--- src/rtl/sd_cmd_engine_if.sv ---
`default_nettype none
// ============================================================================
// sd_cmd_engine_if : CMD-line pad and card-logic signals of the SD CMD engine
// Revision: 1.0
// ============================================================================
interface sd_cmd_engine_if;
  logic         cmd_i;
  logic         cmd_o;
  logic         cmd_oe;
  logic         cmd_valid;
  logic [5:0]   cmd_index;
  logic [31:0]  cmd_arg;
  logic         cmd_crc_err;
  logic         resp_ready;
  logic         resp_valid;
  logic [1:0]   resp_type;
  logic [5:0]   resp_index;
  logic [127:0] resp_payload;

  modport slave (
    input  cmd_i, resp_valid, resp_type, resp_index, resp_payload,
    output cmd_o, cmd_oe, cmd_valid, cmd_index, cmd_arg, cmd_crc_err, resp_ready
  );

  modport master (
    output cmd_i, resp_valid, resp_type, resp_index, resp_payload,
    input  cmd_o, cmd_oe, cmd_valid, cmd_index, cmd_arg, cmd_crc_err, resp_ready
  );
endinterface
`default_nettype wire

--- src/rtl/sd_cmd_engine.sv ---
`default_nettype none
// ============================================================================
// sd_cmd_engine : card-side SD CMD-line receiver/responder with CRC7
// Revision: 1.0
// ============================================================================
module sd_cmd_engine #(
  parameter int NCR_CYCLES   = 2,
  parameter int RESP_TIMEOUT = 64,
  parameter bit R2_EN        = 1'b1
) (
  input  logic            clk,
  input  logic            rst,
  sd_cmd_engine_if.slave  bus
);

  localparam int              c_CW      = $clog2(RESP_TIMEOUT + 2) + 1;
  localparam logic [c_CW-1:0] c_NCR     = c_CW'(NCR_CYCLES);
  localparam logic [c_CW-1:0] c_TIMEOUT = c_CW'(RESP_TIMEOUT);

  typedef enum logic [2:0] {
    S_IDLE  = 3'd0,
    S_RECV  = 3'd1,
    S_CHECK = 3'd2,
    S_WAIT  = 3'd3,
    S_GAP   = 3'd4,
    S_SEND  = 3'd5
  } state_t;

  function automatic logic [6:0] f_crc_step(input logic [6:0] c, input logic b);
    logic fb;
    fb = b ^ c[6];
    return {c[5:0], 1'b0} ^ (fb ? 7'h09 : 7'h00);
  endfunction

  // Init is zero, so leading zero bits leave the CRC untouched: shorter
  // fields are zero-extended on the left and share this one function.
  function automatic logic [6:0] f_crc7(input logic [119:0] d);
    logic [6:0] c;
    c = 7'd0;
    for (int i = 119; i >= 0; i--) c = f_crc_step(c, d[i]);
    return c;
  endfunction

  state_t            r_state, w_next;
  logic [5:0]        r_rcnt;
  logic [44:0]       r_shift;
  logic [6:0]        r_crc;
  logic [c_CW-1:0]   r_ecnt;
  logic [135:0]      r_tx;
  logic [7:0]        r_txcnt;
  logic              r_long;
  logic              r_cmd_o, r_cmd_oe, r_crc_err;
  logic [5:0]        r_cmd_index;
  logic [31:0]       r_cmd_arg;

  logic w_ready, w_hs, w_short, w_long, w_accept, w_err, w_ncr_ok;
  logic [6:0] w_crc_short, w_crc_long;

  assign w_ready     = ((r_state == S_CHECK) && !r_crc_err) || (r_state == S_WAIT);
  assign w_hs        = bus.resp_valid && w_ready;
  assign w_short     = (bus.resp_type == 2'd1);
  assign w_long      = R2_EN && (bus.resp_type == 2'd2);
  assign w_accept    = w_short || w_long;
  assign w_err       = (r_shift[6:0] != r_crc) || !bus.cmd_i;
  assign w_ncr_ok    = (r_ecnt >= c_NCR);
  assign w_crc_short = f_crc7({80'd0, 2'b00, bus.resp_index, bus.resp_payload[31:0]});
  assign w_crc_long  = f_crc7(bus.resp_payload[127:8]);

  assign bus.cmd_o       = r_cmd_o;
  assign bus.cmd_oe      = r_cmd_oe;
  assign bus.cmd_valid   = (r_state == S_CHECK);
  assign bus.cmd_index   = r_cmd_index;
  assign bus.cmd_arg     = r_cmd_arg;
  assign bus.cmd_crc_err = r_crc_err;
  assign bus.resp_ready  = w_ready;

  always_ff @(posedge clk or posedge rst) begin
    if (rst) r_state <= S_IDLE;
    else     r_state <= w_next;
  end

  always_comb begin
    w_next = r_state;
    case (r_state)
      S_IDLE:  if (r_rcnt == 6'd1) w_next = bus.cmd_i ? S_RECV : S_IDLE;
      S_RECV:  if (r_rcnt == 6'd47) w_next = S_CHECK;
      S_CHECK, S_WAIT: begin
        if (w_hs)
          w_next = w_accept ? S_GAP : S_IDLE;
        else if (((r_state == S_CHECK) && r_crc_err) || (r_ecnt == c_TIMEOUT))
          w_next = S_IDLE;
        else
          w_next = S_WAIT;
      end
      S_GAP:   if (w_ncr_ok) w_next = S_SEND;
      S_SEND:  if (r_txcnt == 8'd0) w_next = S_IDLE;
      default: w_next = S_IDLE;
    endcase
  end

  always_ff @(posedge clk or posedge rst) begin
    if (rst) begin
      r_rcnt      <= 6'd0;
      r_shift     <= '0;
      r_crc       <= 7'd0;
      r_ecnt      <= '0;
      r_tx        <= '0;
      r_txcnt     <= 8'd0;
      r_long      <= 1'b0;
      r_cmd_o     <= 1'b1;
      r_cmd_oe    <= 1'b0;
      r_crc_err   <= 1'b0;
      r_cmd_index <= 6'd0;
      r_cmd_arg   <= 32'd0;
    end else begin
      case (r_state)
        S_IDLE: begin
          if (r_rcnt == 6'd0) begin
            if (!bus.cmd_i) begin
              r_rcnt <= 6'd1;
              r_crc  <= f_crc_step(7'd0, 1'b0);
            end
          end else if (bus.cmd_i) begin
            r_rcnt <= 6'd2;
            r_crc  <= f_crc_step(r_crc, 1'b1);
          end else begin
            // Transmission bit 0: another device's response, not a command.
            r_rcnt <= 6'd0;
            r_crc  <= 7'd0;
          end
        end
        S_RECV: begin
          r_shift <= {r_shift[43:0], bus.cmd_i};
          r_rcnt  <= r_rcnt + 6'd1;
          if (r_rcnt < 6'd40) r_crc <= f_crc_step(r_crc, bus.cmd_i);
          if (r_rcnt == 6'd47) begin
            r_cmd_index <= r_shift[44:39];
            r_cmd_arg   <= r_shift[38:7];
            r_crc_err   <= w_err;
            r_ecnt      <= {{(c_CW-1){1'b0}}, 1'b1};
            r_rcnt      <= 6'd0;
            r_crc       <= 7'd0;
          end
        end
        S_CHECK, S_WAIT: begin
          r_ecnt <= r_ecnt + 1'b1;
          if (w_hs && w_long) begin
            r_tx   <= {2'b00, 6'h3F, bus.resp_payload[127:8], w_crc_long, 1'b1};
            r_long <= 1'b1;
          end else if (w_hs && w_short) begin
            r_tx   <= {2'b00, bus.resp_index, bus.resp_payload[31:0], w_crc_short, 1'b1, 88'd0};
            r_long <= 1'b0;
          end
        end
        S_GAP: begin
          r_ecnt <= r_ecnt + 1'b1;
          if (w_ncr_ok) begin
            r_cmd_oe <= 1'b1;
            r_cmd_o  <= r_tx[135];
            r_tx     <= {r_tx[134:0], 1'b0};
            r_txcnt  <= r_long ? 8'd135 : 8'd47;
          end
        end
        S_SEND: begin
          if (r_txcnt == 8'd0) begin
            r_cmd_oe <= 1'b0;
            r_cmd_o  <= 1'b1;
          end else begin
            r_cmd_o  <= r_tx[135];
            r_tx     <= {r_tx[134:0], 1'b0};
            r_txcnt  <= r_txcnt - 8'd1;
          end
        end
        default: ;
      endcase
    end
  end

endmodule
`default_nettype wire

--- src/flat_wrapper.sv ---
// flat-port wrapper written by rule: the top's interface ports become plain ports
module sd_cmd_engine_flat 
#(
  parameter int NCR_CYCLES   = 2,
  parameter int RESP_TIMEOUT = 64,
  parameter bit R2_EN        = 1'b1
)
  (clk, rst, bus_cmd_i, bus_resp_valid, bus_resp_type, bus_resp_index, bus_resp_payload, bus_cmd_o, bus_cmd_oe, bus_cmd_valid, bus_cmd_index, bus_cmd_arg, bus_cmd_crc_err, bus_resp_ready);
  sd_cmd_engine_if bus_i ();
  input  logic clk;
  input  logic rst;
  input wire logic [$bits(bus_i.cmd_i)-1:0] bus_cmd_i;
  input wire logic [$bits(bus_i.resp_valid)-1:0] bus_resp_valid;
  input wire logic [$bits(bus_i.resp_type)-1:0] bus_resp_type;
  input wire logic [$bits(bus_i.resp_index)-1:0] bus_resp_index;
  input wire logic [$bits(bus_i.resp_payload)-1:0] bus_resp_payload;
  output wire logic [$bits(bus_i.cmd_o)-1:0] bus_cmd_o;
  output wire logic [$bits(bus_i.cmd_oe)-1:0] bus_cmd_oe;
  output wire logic [$bits(bus_i.cmd_valid)-1:0] bus_cmd_valid;
  output wire logic [$bits(bus_i.cmd_index)-1:0] bus_cmd_index;
  output wire logic [$bits(bus_i.cmd_arg)-1:0] bus_cmd_arg;
  output wire logic [$bits(bus_i.cmd_crc_err)-1:0] bus_cmd_crc_err;
  output wire logic [$bits(bus_i.resp_ready)-1:0] bus_resp_ready;
  assign bus_i.cmd_i = bus_cmd_i;
  assign bus_i.resp_valid = bus_resp_valid;
  assign bus_i.resp_type = bus_resp_type;
  assign bus_i.resp_index = bus_resp_index;
  assign bus_i.resp_payload = bus_resp_payload;
  assign bus_cmd_o = bus_i.cmd_o;
  assign bus_cmd_oe = bus_i.cmd_oe;
  assign bus_cmd_valid = bus_i.cmd_valid;
  assign bus_cmd_index = bus_i.cmd_index;
  assign bus_cmd_arg = bus_i.cmd_arg;
  assign bus_cmd_crc_err = bus_i.cmd_crc_err;
  assign bus_resp_ready = bus_i.resp_ready;
  sd_cmd_engine #(.NCR_CYCLES(NCR_CYCLES), .RESP_TIMEOUT(RESP_TIMEOUT), .R2_EN(R2_EN)) u_core (.clk(clk), .rst(rst), .bus(bus_i));
endmodule
--- config.mk ---
export PLATFORM = sky130hd
export DESIGN_NAME = sd_cmd_engine_flat
export DESIGN_NICKNAME = d
export VERILOG_FILES = /design/src/rtl/sd_cmd_engine_if.sv /design/src/rtl/sd_cmd_engine.sv /design/src/flat_wrapper.sv
export SDC_FILE = /design/constraint.sdc
export NUM_CORES = 1
export LEC_CHECK = 0
export ABC_AREA = 1
export CORE_ASPECT_RATIO = 1.1
export CORE_MARGIN = 2
export CORE_UTILIZATION = 35
export CTS_CLUSTER_DIAMETER = 30
export DETAILED_ROUTE_END_ITERATION = 16
export HOLD_SLACK_MARGIN = 0.02
export PLACE_DENSITY = 0.61
export SLEW_MARGIN = 20
export SYNTH_ARGS = -nofsm -noshare
export SYNTH_HDL_FRONTEND = slang
export SYNTH_SLANG_ARGS = --single-unit
export TNS_END_PERCENT = 30
--- constraint.sdc ---
create_clock -name clk -period 20.8 [get_ports clk]
set_input_delay 4.16 -clock clk [delete_from_list [all_inputs] [get_ports clk]]
set_output_delay 4.16 -clock clk [all_outputs]
set_load 0.1 [all_outputs]
==> flow_summary.ini, run 1 <==
[run_status]
status = finished clean

[yosys]
muxShareOfSynthArea = 0
seq_area_frac_synth = 0.356
synth_top_family_by_area = simple AND/OR/NAND/NOR gates
synth_cell_types = 44
synth_compound_area_frac = 0.133
syn-num-nets = 2705
synthCells = 2554
synth_fa_ha_area_frac = 0.00769
synth_xor_area_frac = 0.0458
synth_warnings = 0
ys_ff_latch = 255
synth-simple-area-share = 0.357
syn_area_sq_um = 17900
syn_avg_cell_area_sq_um = 7.01

[placed_design]
detailed_place_hpwl_mm = 38.3
place_area_sq_um = 20300
io_buffer_count = 182
finalWeightedCongestion = 0.884

[critical_path]
cp.arrival_ns = 11.20
cpMaxStageDelayCell = clkdlybuf4s50_1
crit-reg2reg-launch = u_core.r_state[2]
worst_ep_required_time_ns = 21.25
cpMostUsedCell = nand2_1
crit_fanout = 7
worstSetupEndpointType = flip-flop
rr_worst_depth = 13
r2r_end = u_core.r_tx[80]
worstSetupPathType = input pin to flip-flop
critPathLaunchType = input pin
critPathLaunch = bus_resp_payload[126]
reg2reg_setup_slack_ns = 15.68
cp_slowest_stage_delay_ns = 0.68

[grt]
grt_overflow_total = 0
grt_max_degree = 124
track_usage = 0.194
grt_pass1_wl_mm = 82.2
grt_pass1_vias = 16400
antenna_found_initial = 7

[final_layout]
fin_area_sq_um = 22800
nets = 2885
areaGrowthSynthToFinish_pct = 27.2
final_cell_mix = nand2_1 (741), inv_1 (320), dfrtp_1 (254), nand3_1 (220), o21ai_0 (206)
layout-drive-gt1-share = 0.159
final_common_cell = nand2_1
fin_util = 0.452

[cts]
holdBufCountCts = 0
cts_setup_buffers = 0
clk_path_buf_depth = 3
cts_root_buf = clkbuf_16
path_clk_slew_ns = 0.04
cts_tree = built
cts_buffers = 73
clock-sinks = 255
cts_resized = 0
ctsHtreeMaxLevel = 3
clock_latency_ns = 0.57

[floorplan]
die_h_um = 241
rows = 86
io_pins = 183
core-area_sq_um = 50400
die_x_um = 220
die_area_sq_um = 53000
initial_utilization = 0.356

[timing]
worstMarginPinSlew_ns = 1.01
tns_ns = 0
period_needed_ns = 10.74
relSlewSlack = 0.328
rsz0062_at_grt = no
fin_skew_ns = 0.0257
hold_violations = 0
period_share = 0.517
slew_viol_final = 0
finalSetupViolCount = 0
max_clock_freq_mhz = 93.1

[detailed_routing]
wl_mm = 51.5
routed_via_density = 4.94
ant_nets = 0
drcViolationCount = 0
dr.pass1.iters = 5
wl_per_cell_um = 14.9
vias = 17000
drtIter0Drc = 912

[min_path]
hold_depth = 2
min_path_type = flip-flop to flip-flop
min_from = u_core.r_tx[0]
worstHoldEndpoint = u_core.r_tx[0]

[job]
maxCapViolCount = 0
## layer usage
| metal | part of all wire | vias up | track usage | wire [um] |
|---|---|---|---|---|
| met5 | 0.00095 | - | 0 | 49 |
| met4 | 0.034 | 8 | 0.0824 | 1740 |
| met3 | 0.050 | 119 | 0.0414 | 2550 |
| met2 | 0.48 | 391 | 0.332 | 24900 |
| met1 | 0.43 | 7940 | 0.237 | 22300 |
| li1 | - | 8573 | - | - |
## stage by stage
stage / worst slack (ns) / hold slack (ns) / instances
3_5_place_dp: 9.47 / 0.465 / 3318
2_1_floorplan: 9.63 / 0.442 / 2554
3_3_place_gp: 9.60 / 0.460 / 3318
5_1_grt: 9.22 / 0.501 / 3448
6_report: 10.06 / 0.470 / 3449
4_1_cts: 10.05 / 0.475 / 3445
## logic make-up (layout without fill, tap and decap cells)
| kind of cell | count (synthesis) | after routing |
|---|---|---|
| other cells | 0 | 3 |
| simple gates | 1325 | 1325 |
| flops | 255 | 255 |
| buf+inv | 462 | 694 |
| compound gates | 413 | 413 |
| fa+ha+maj | 11 | 11 |
| xor+xnor | 88 | 88 |
## cells in the mapped netlist
library cell | count | area [sq um]
inv_2 | 48 | 180
buf_1 | 1 | 3.75
o211ai_1 | 37 | 278
dfstp_2 | 1 | 26.3
xnor2_1 | 25 | 219
nor2_1 | 88 | 330
a22oi_1 | 9 | 67.6
dfrtp_1 | 254 | 6360
nor3_1 | 4 | 20.0
xor2_4 | 1 | 27.5
nand3_2 | 31 | 310
a211oi_1 | 1 | 7.51
o2111ai_1 | 2 | 17.5
xnor2_2 | 2 | 32.5
xor2_1 | 58 | 508
and3_1 | 1 | 6.26
o22ai_1 | 75 | 469
inv_1 | 323 | 1210
nand2_1 | 742 | 2790
xor2_2 | 2 | 32.5
ha_1 | 11 | 138
nand3b_1 | 7 | 52.6
nand4_1 | 6 | 37.5
a21oi_2 | 3 | 26.3
a31oi_1 | 46 | 288
nand3_1 | 220 | 1100
o31ai_1 | 3 | 22.5
clkinv_1 | 2 | 7.51
nand2_2 | 161 | 1010
buf_6 | 5 | 56.3
o32ai_1 | 2 | 17.5
o21ai_1 | 1 | 5.00
o21a_1 | 2 | 15.0
o21ai_0 | 206 | 1030
buf_2 | 1 | 5.00
inv_4 | 2 | 12.5
a21oi_1 | 22 | 110
nand2_4 | 53 | 597
nor4_1 | 3 | 18.8
buf_4 | 2 | 15.0
clkbuf_1 | 78 | 293
nor2_2 | 3 | 18.8
o221ai_1 | 4 | 35.0
nand3_4 | 6 | 105
## how the worst max path moves through the flow
stage,to,cells past startpoint
finish,u_core.r_tx[7],68
global route,u_core.r_tx[7],73
CTS,u_core.r_tx[7],68
detailed placement,u_core.r_tx[7],68
global placement,u_core.r_tx[7],68
floorplan,u_core.bus.cmd_arg[0],1
## worst max-delay path, delay by kind of cell
family        cells  cell delay, ns
buf+inv           9            1.20
simple gates     57            5.32
xor+xnor          2            0.53
## area by class of cell
| type | count | area, sq um |
|---|---|---|
| Antenna cell | 3 | 7.51 |
| Tap cell | 660 | 826 |
| Multi-Input combinational cell | 1837 | 9770 |
| Inverter | 375 | 1420 |
| Clock buffer | 100 | 2090 |
| Timing Repair Buffer | 192 | 1920 |
| Clock inverter | 27 | 368 |
| Fill cell | 5045 | 27600 |
| Sequential cell | 255 | 6380 |
## flip-flops by register name (all words and copies together) (netlist names)
signal,count
u_core.r_txcnt,8
u_core.r_rcnt,6
u_core.bus.cmd_arg,32
u_core.bus.cmd_crc_err,1
u_core.r_long,1
u_core.r_ecnt,8
u_core.r_crc,7
u_core.r_shift,45
u_core.bus.cmd_o,1
u_core.bus.cmd_index,6
u_core.r_state,3
u_core.bus.cmd_oe,1
u_core.r_tx,136
Power of run 1 is left out: the tool's default activity adds up to more than one toggle a clock period on the data nets, which glitch-free logic cannot reach.
==> run 2, diff against run 1 <==
==> constraint.sdc (replaced) <==
create_clock -name clk -period 11.1 [get_ports clk]
set_input_delay 2.22 -clock clk [delete_from_list [all_inputs] [get_ports clk]]
set_output_delay 2.22 -clock clk [all_outputs]
set_load 0.1 [all_outputs]
==> flow_summary.ini, run 2 (same netlist as run 1, synthesis figures left out) <==
[run_status]
status = finished clean

[floorplan]
rows = 86
die_area_sq_um = 53000
initial_utilization = 0.356
die_h_um = 241
die_x_um = 220
core-area_sq_um = 50400
io_pins = 183

[critical_path]
cpMostUsedCell = nand2_1
reg2reg_setup_slack_ns = 5.40
crit_fanout = 7
cp_slowest_stage_delay_ns = 0.66
crit-reg2reg-launch = u_core.r_state[2]
endpoint = u_core.r_tx[7]
cpMaxStageDelayCell = clkdlybuf4s50_1
cp.depth = 71
rr_worst_depth = 14
critPathLaunch = bus_resp_payload[127]
worstSetupPathType = input pin to flip-flop
cp_top_family = simple AND/OR/NAND/NOR gates
worst_ep_required_time_ns = 11.56
cp.arrival_ns = 9.31
critPathLaunchType = input pin
r2r_end = u_core.r_tx[112]
worstSetupEndpointType = flip-flop
cp.buffers_inverters = 7

[timing]
relSlewSlack = 0.285
period_needed_ns = 8.86
max_clock_freq_mhz = 113
slew_viol_final = 0
period_share = 0.798
tns_ns = 0
fin_skew_ns = 0.0250
whs_ns = 0.468
hold_violations = 0
worstMarginPinSlew_ns = 1.07
finalSetupViolCount = 0
rsz0062_at_grt = no

[final_layout]
fin_util = 0.452
fill_cells = 5034
nets = 2884
multi_input_area_sq_um = 9770
final_common_cell = nand2_1
register_area_sq_um = 6380
stdcell_count = 3452
layout-drive-gt1-share = 0.160
final_cell_mix = nand2_1 (741), inv_1 (320), dfrtp_1 (254), nand3_1 (220), o21ai_0 (206)
top_register = u_core.r_tx
largest_register_ffs = 136
areaGrowthSynthToFinish_pct = 27.1

[detailed_routing]
dr.pass1.iters = 7
ant_nets = 0
vias = 16900
drcViolationCount = 0
wl_mm = 51.6
drtIter0Drc = 909
routed_via_density = 4.91
wl_per_cell_um = 15.0

[cts]
clock-sinks = 255
holdBufCountCts = 0
path_clk_slew_ns = 0.04
clk_path_buf_depth = 3
cts_tree = built
cts_root_buf = clkbuf_16
clock_latency_ns = 0.59
cts_buffers = 73
cts_resized = 0
ctsHtreeMaxLevel = 3
cts_setup_buffers = 0

[grt]
grt_overflow_total = 0
track_usage = 0.196
grt_max_degree = 126
grt_pass1_wl_mm = 83.3
antenna_found_initial = 6
grt_pass1_vias = 16600

[placed_design]
dp.cells = 3318
detailed_place_hpwl_mm = 38.6
finalWeightedCongestion = 0.896
io_buffer_count = 182

[job]
maxCapViolCount = 0

[min_path]
min_path_type = flip-flop to flip-flop
[run 2: changes by cell type in the layout (fill, tap and decap cells not counted), moves of 2 or more]
| cell | delta |
|---|---|
| clkinv_4 | +4 |
| inv_6 | +3 |
| clkinv_8 | -2 |
| clkinv_2 | +2 |
| clkinvlp_4 | -3 |
| clkbuf_8 | -2 |
[run 2: final cells by class]
class	instances	share of cell area
antenna	4	0.000440
inverter	375	0.0625
clock buffer	98	0.0906
sequential	255	0.280
clock inverter	32	0.0178
tap	660	0.0363
timing repair buffer	191	0.0830
multi-input combinational	1837	0.429
[run 2: per-stage QoR]
| stage | worst slack [ns] | cell area (sq um) |
|---|---|---|
| after floorplan | 1.87 | 17900 |
| after global placement | 1.80 | 20300 |
| after detailed placement | 1.70 | 20300 |
| after CTS | 2.30 | 22800 |
| after global routing | 1.28 | 22800 |
| final | 2.24 | 22800 |
[run 2: worst min path at each step]
stage	cells past startpoint	startpoint	slack (ns)	endpoint
6_report	2	u_core.r_tx[0]	0.47	u_core.r_tx[0]
5_1_grt	2	u_core.bus.cmd_index[4]	0.50	u_core.bus.cmd_index[4]
4_1_cts	2	u_core.r_shift[24]	0.47	u_core.r_shift[25]
3_5_place_dp	2	u_core.r_tx[0]	0.46	u_core.r_tx[0]
3_3_place_gp	2	u_core.r_tx[0]	0.46	u_core.r_tx[0]
2_1_floorplan	2	u_core.r_tx[0]	0.44	u_core.r_tx[0]
[run 2: worst reg2reg max path: stages, from the launching register on]
cell and delay [ns]:
dfrtp_1 0.38, inv_1 0.08, nor2_4 0.10, buf_4 0.57, clkinv_2 0.66, nor2_1 0.35, inv_1 0.12, a21oi_1 0.37
inv_1 0.17, nand2_1 0.29, inv_1 0.18, nand2_4 0.20, buf_4 0.75, buf_4 0.99, a31oi_1 0.30
[run 2: per-layer routing]
| layer | wire length [um] | vias up | global-route usage |
|---|---|---|---|
| met3 | 2540 | 119 | 0.0426 |
| met5 | 53 | - | 0 |
| met2 | 24700 | 399 | 0.334 |
| met1 | 22700 | 7855 | 0.241 |
| li1 | - | 8566 | - |
| met4 | 1700 | 8 | 0.0805 |
Power of run 2 is left out for the same reason.
==> run 3, diff against run 2 <==
--- a/config.mk
+++ b/config.mk
@@ -12,7 +12,7 @@
 export CTS_CLUSTER_DIAMETER = 30
 export DETAILED_ROUTE_END_ITERATION = 16
 export HOLD_SLACK_MARGIN = 0.02
-export PLACE_DENSITY = 0.61
+export PLACE_DENSITY = 0.63
 export SLEW_MARGIN = 20
 export SYNTH_ARGS = -nofsm -noshare
 export SYNTH_HDL_FRONTEND = slang
==> constraint.sdc (replaced) <==
create_clock -name clk -period 7.43 [get_ports clk]
set_input_delay 1.486 -clock clk [delete_from_list [all_inputs] [get_ports clk]]
set_output_delay 1.486 -clock clk [all_outputs]
set_load 0.1 [all_outputs]
==> flow_summary.ini, run 3 (same netlist as run 1, synthesis figures left out) <==
[final_layout]
nets = 2931
top_register = u_core.r_tx
final_cell_mix = nand2_1 (611), inv_1 (309), dfrtp_1 (254), nand2_2 (225), o21ai_0 (206)
final_common_cell = nand2_1
stdcell_count = 3500
multi_input_area_sq_um = 11000
areaGrowthSynthToFinish_pct = 37.4
fill_cells = 4833
layout-drive-gt1-share = 0.247
register_area_sq_um = 6380
largest_register_ffs = 136

[floorplan]
rows = 86
die_area_sq_um = 53000
die_h_um = 241
die_x_um = 220
initial_utilization = 0.356
core-area_sq_um = 50400
io_pins = 183

[critical_path]
worstSetupPathType = input pin to flip-flop
rr_worst_depth = 12
worst_ep_required_time_ns = 7.93
cp.buffers_inverters = 11
critPathLaunchType = input pin
cp_top_family = simple AND/OR/NAND/NOR gates
cp_slowest_stage_delay_ns = 0.47
cpMaxStageDelayCell = clkdlybuf4s50_1
cpMostUsedCell = nand2_4
crit_fanout = 6
cp.depth = 73
cp.arrival_ns = 8.23
worstSetupEndpointType = flip-flop

[placed_design]
detailed_place_hpwl_mm = 38.6
io_buffer_count = 182
dp.cells = 3355
finalWeightedCongestion = 0.880

[grt]
grt_busiest_layer = met2
use_met2 = 0.347
met1_usage = 0.237
track_usage = 0.197
grt_pass1_wl_mm = 83.9
antenna_found_initial = 2
grt_max_degree = 123
grt_use_met3 = 0.0341
grt_overflow_total = 0
grt_pass1_vias = 17100

[timing]
finalSetupViolCount = 7
max_clock_freq_mhz = 129
fin_skew_ns = 0.0198
period_needed_ns = 7.73
slew_viol_final = 0
worstMarginPinSlew_ns = 1.01
fin_ws_ns = -0.305
tns_ns = -1.68
relSlewSlack = 0.328
period_share = 1.04
whs_ns = 0.469
rsz0062_at_grt = yes
hold_violations = 0

[min_path]
min_path_type = flip-flop to flip-flop
hold_depth = 2

[detailed_routing]
drcViolationCount = 0
drtIter0Drc = 925
routed_via_density = 4.98
ant_nets = 0
vias = 17400
wl_mm = 52.9
dr.pass1.iters = 5
wl_per_cell_um = 15.1

[cts]
ctsHtreeMaxLevel = 3
cts_tree = built
clk_path_buf_depth = 3
holdBufCountCts = 0
cts_root_buf = clkbuf_16
path_clk_slew_ns = 0.04
cts_buffers = 72
clock_latency_ns = 0.58
clock-sinks = 255

[run_status]
violations = negative setup slack
status = complete, but fails checks

[job]
maxCapViolCount = 0
## run 3: changes by cell type in the layout (fill, tap and decap cells not counted), sizes merged, moves of 4 or more
cell,delta
bufinv,+7
dlygate4sd2,+4
dlymetal6s2s,+5
clkdlybuf4s50,-9
buf,+48
clkbuf,-7
## run 3: final cells by class
type | instances | share of cell area
multi-input cells | 1837 | 0.447
flip-flops and latches | 255 | 0.259
well taps | 660 | 0.0336
inverters | 375 | 0.0578
diodes | 3 | 0.000305
clock inverters | 40 | 0.0264
repair buffers | 239 | 0.0932
clock buffers | 91 | 0.0820
## run 3: routing by layer
metal | part of all wire | up-vias
met5 | 0.00051 | -
met4 | 0.030 | 4
met3 | 0.047 | 103
met2 | 0.50 | 422
met1 | 0.42 | 8219
li1 | - | 8675
## run 3: path summary, 6_finish.rpt
| check | from | end | slack [ns] |
|---|---|---|---|
| worst max-delay path | bus_resp_payload[126] | u_core.r_tx[4] | -0.30 |
| worst min-delay path | u_core.r_tx[7] | u_core.r_tx[7] | 0.47 |
| worst max register to register | u_core.r_state[1] | u_core.r_tx[91] | 2.23 |
| worst min register to register | u_core.r_tx[7] | u_core.r_tx[7] | 0.47 |
| max in group asynchronous | rst | u_core.r_shift[6] | 4.73 |
| min in group asynchronous | rst | u_core.bus.cmd_arg[15] | 1.50 |
## run 3: worst reg2reg max path, cell delays in order, from the launching register on
cell and delay, ns:
dfrtp_1 0.41, nor2_4 0.12, buf_4 0.59, clkinv_2 0.85
nor2_1 0.45, inv_1 0.14, a21oi_1 0.27, inv_1 0.14
nand2_1 0.25, inv_1 0.17, nand2_4 0.46, clkinv_1 0.82
o31ai_1 0.42
## run 3: through the flow
stage               setup WS (ns)   util  cell area (sq um)
floorplan                   0.601      -              17900
global placement            -1.00  0.409              20600
detailed placement          -1.12  0.409              20600
CTS                        -0.142  0.471              23700
global route               -0.817  0.488              24600
finish                     -0.305  0.489              24600
## run 3: timing repair
| action | 4_1_cts | 5_1_grt |
|---|---|---|
| resized for setup | 121 | 195 |
| endpoints found under the hold margin | 0 | 0 |
| pin swaps | 58 | 116 |
| setup buffers | 2 | 9 |
| endpoints found under the setup margin | 7 | 7 |
Power of run 3 is left out for the same reason.
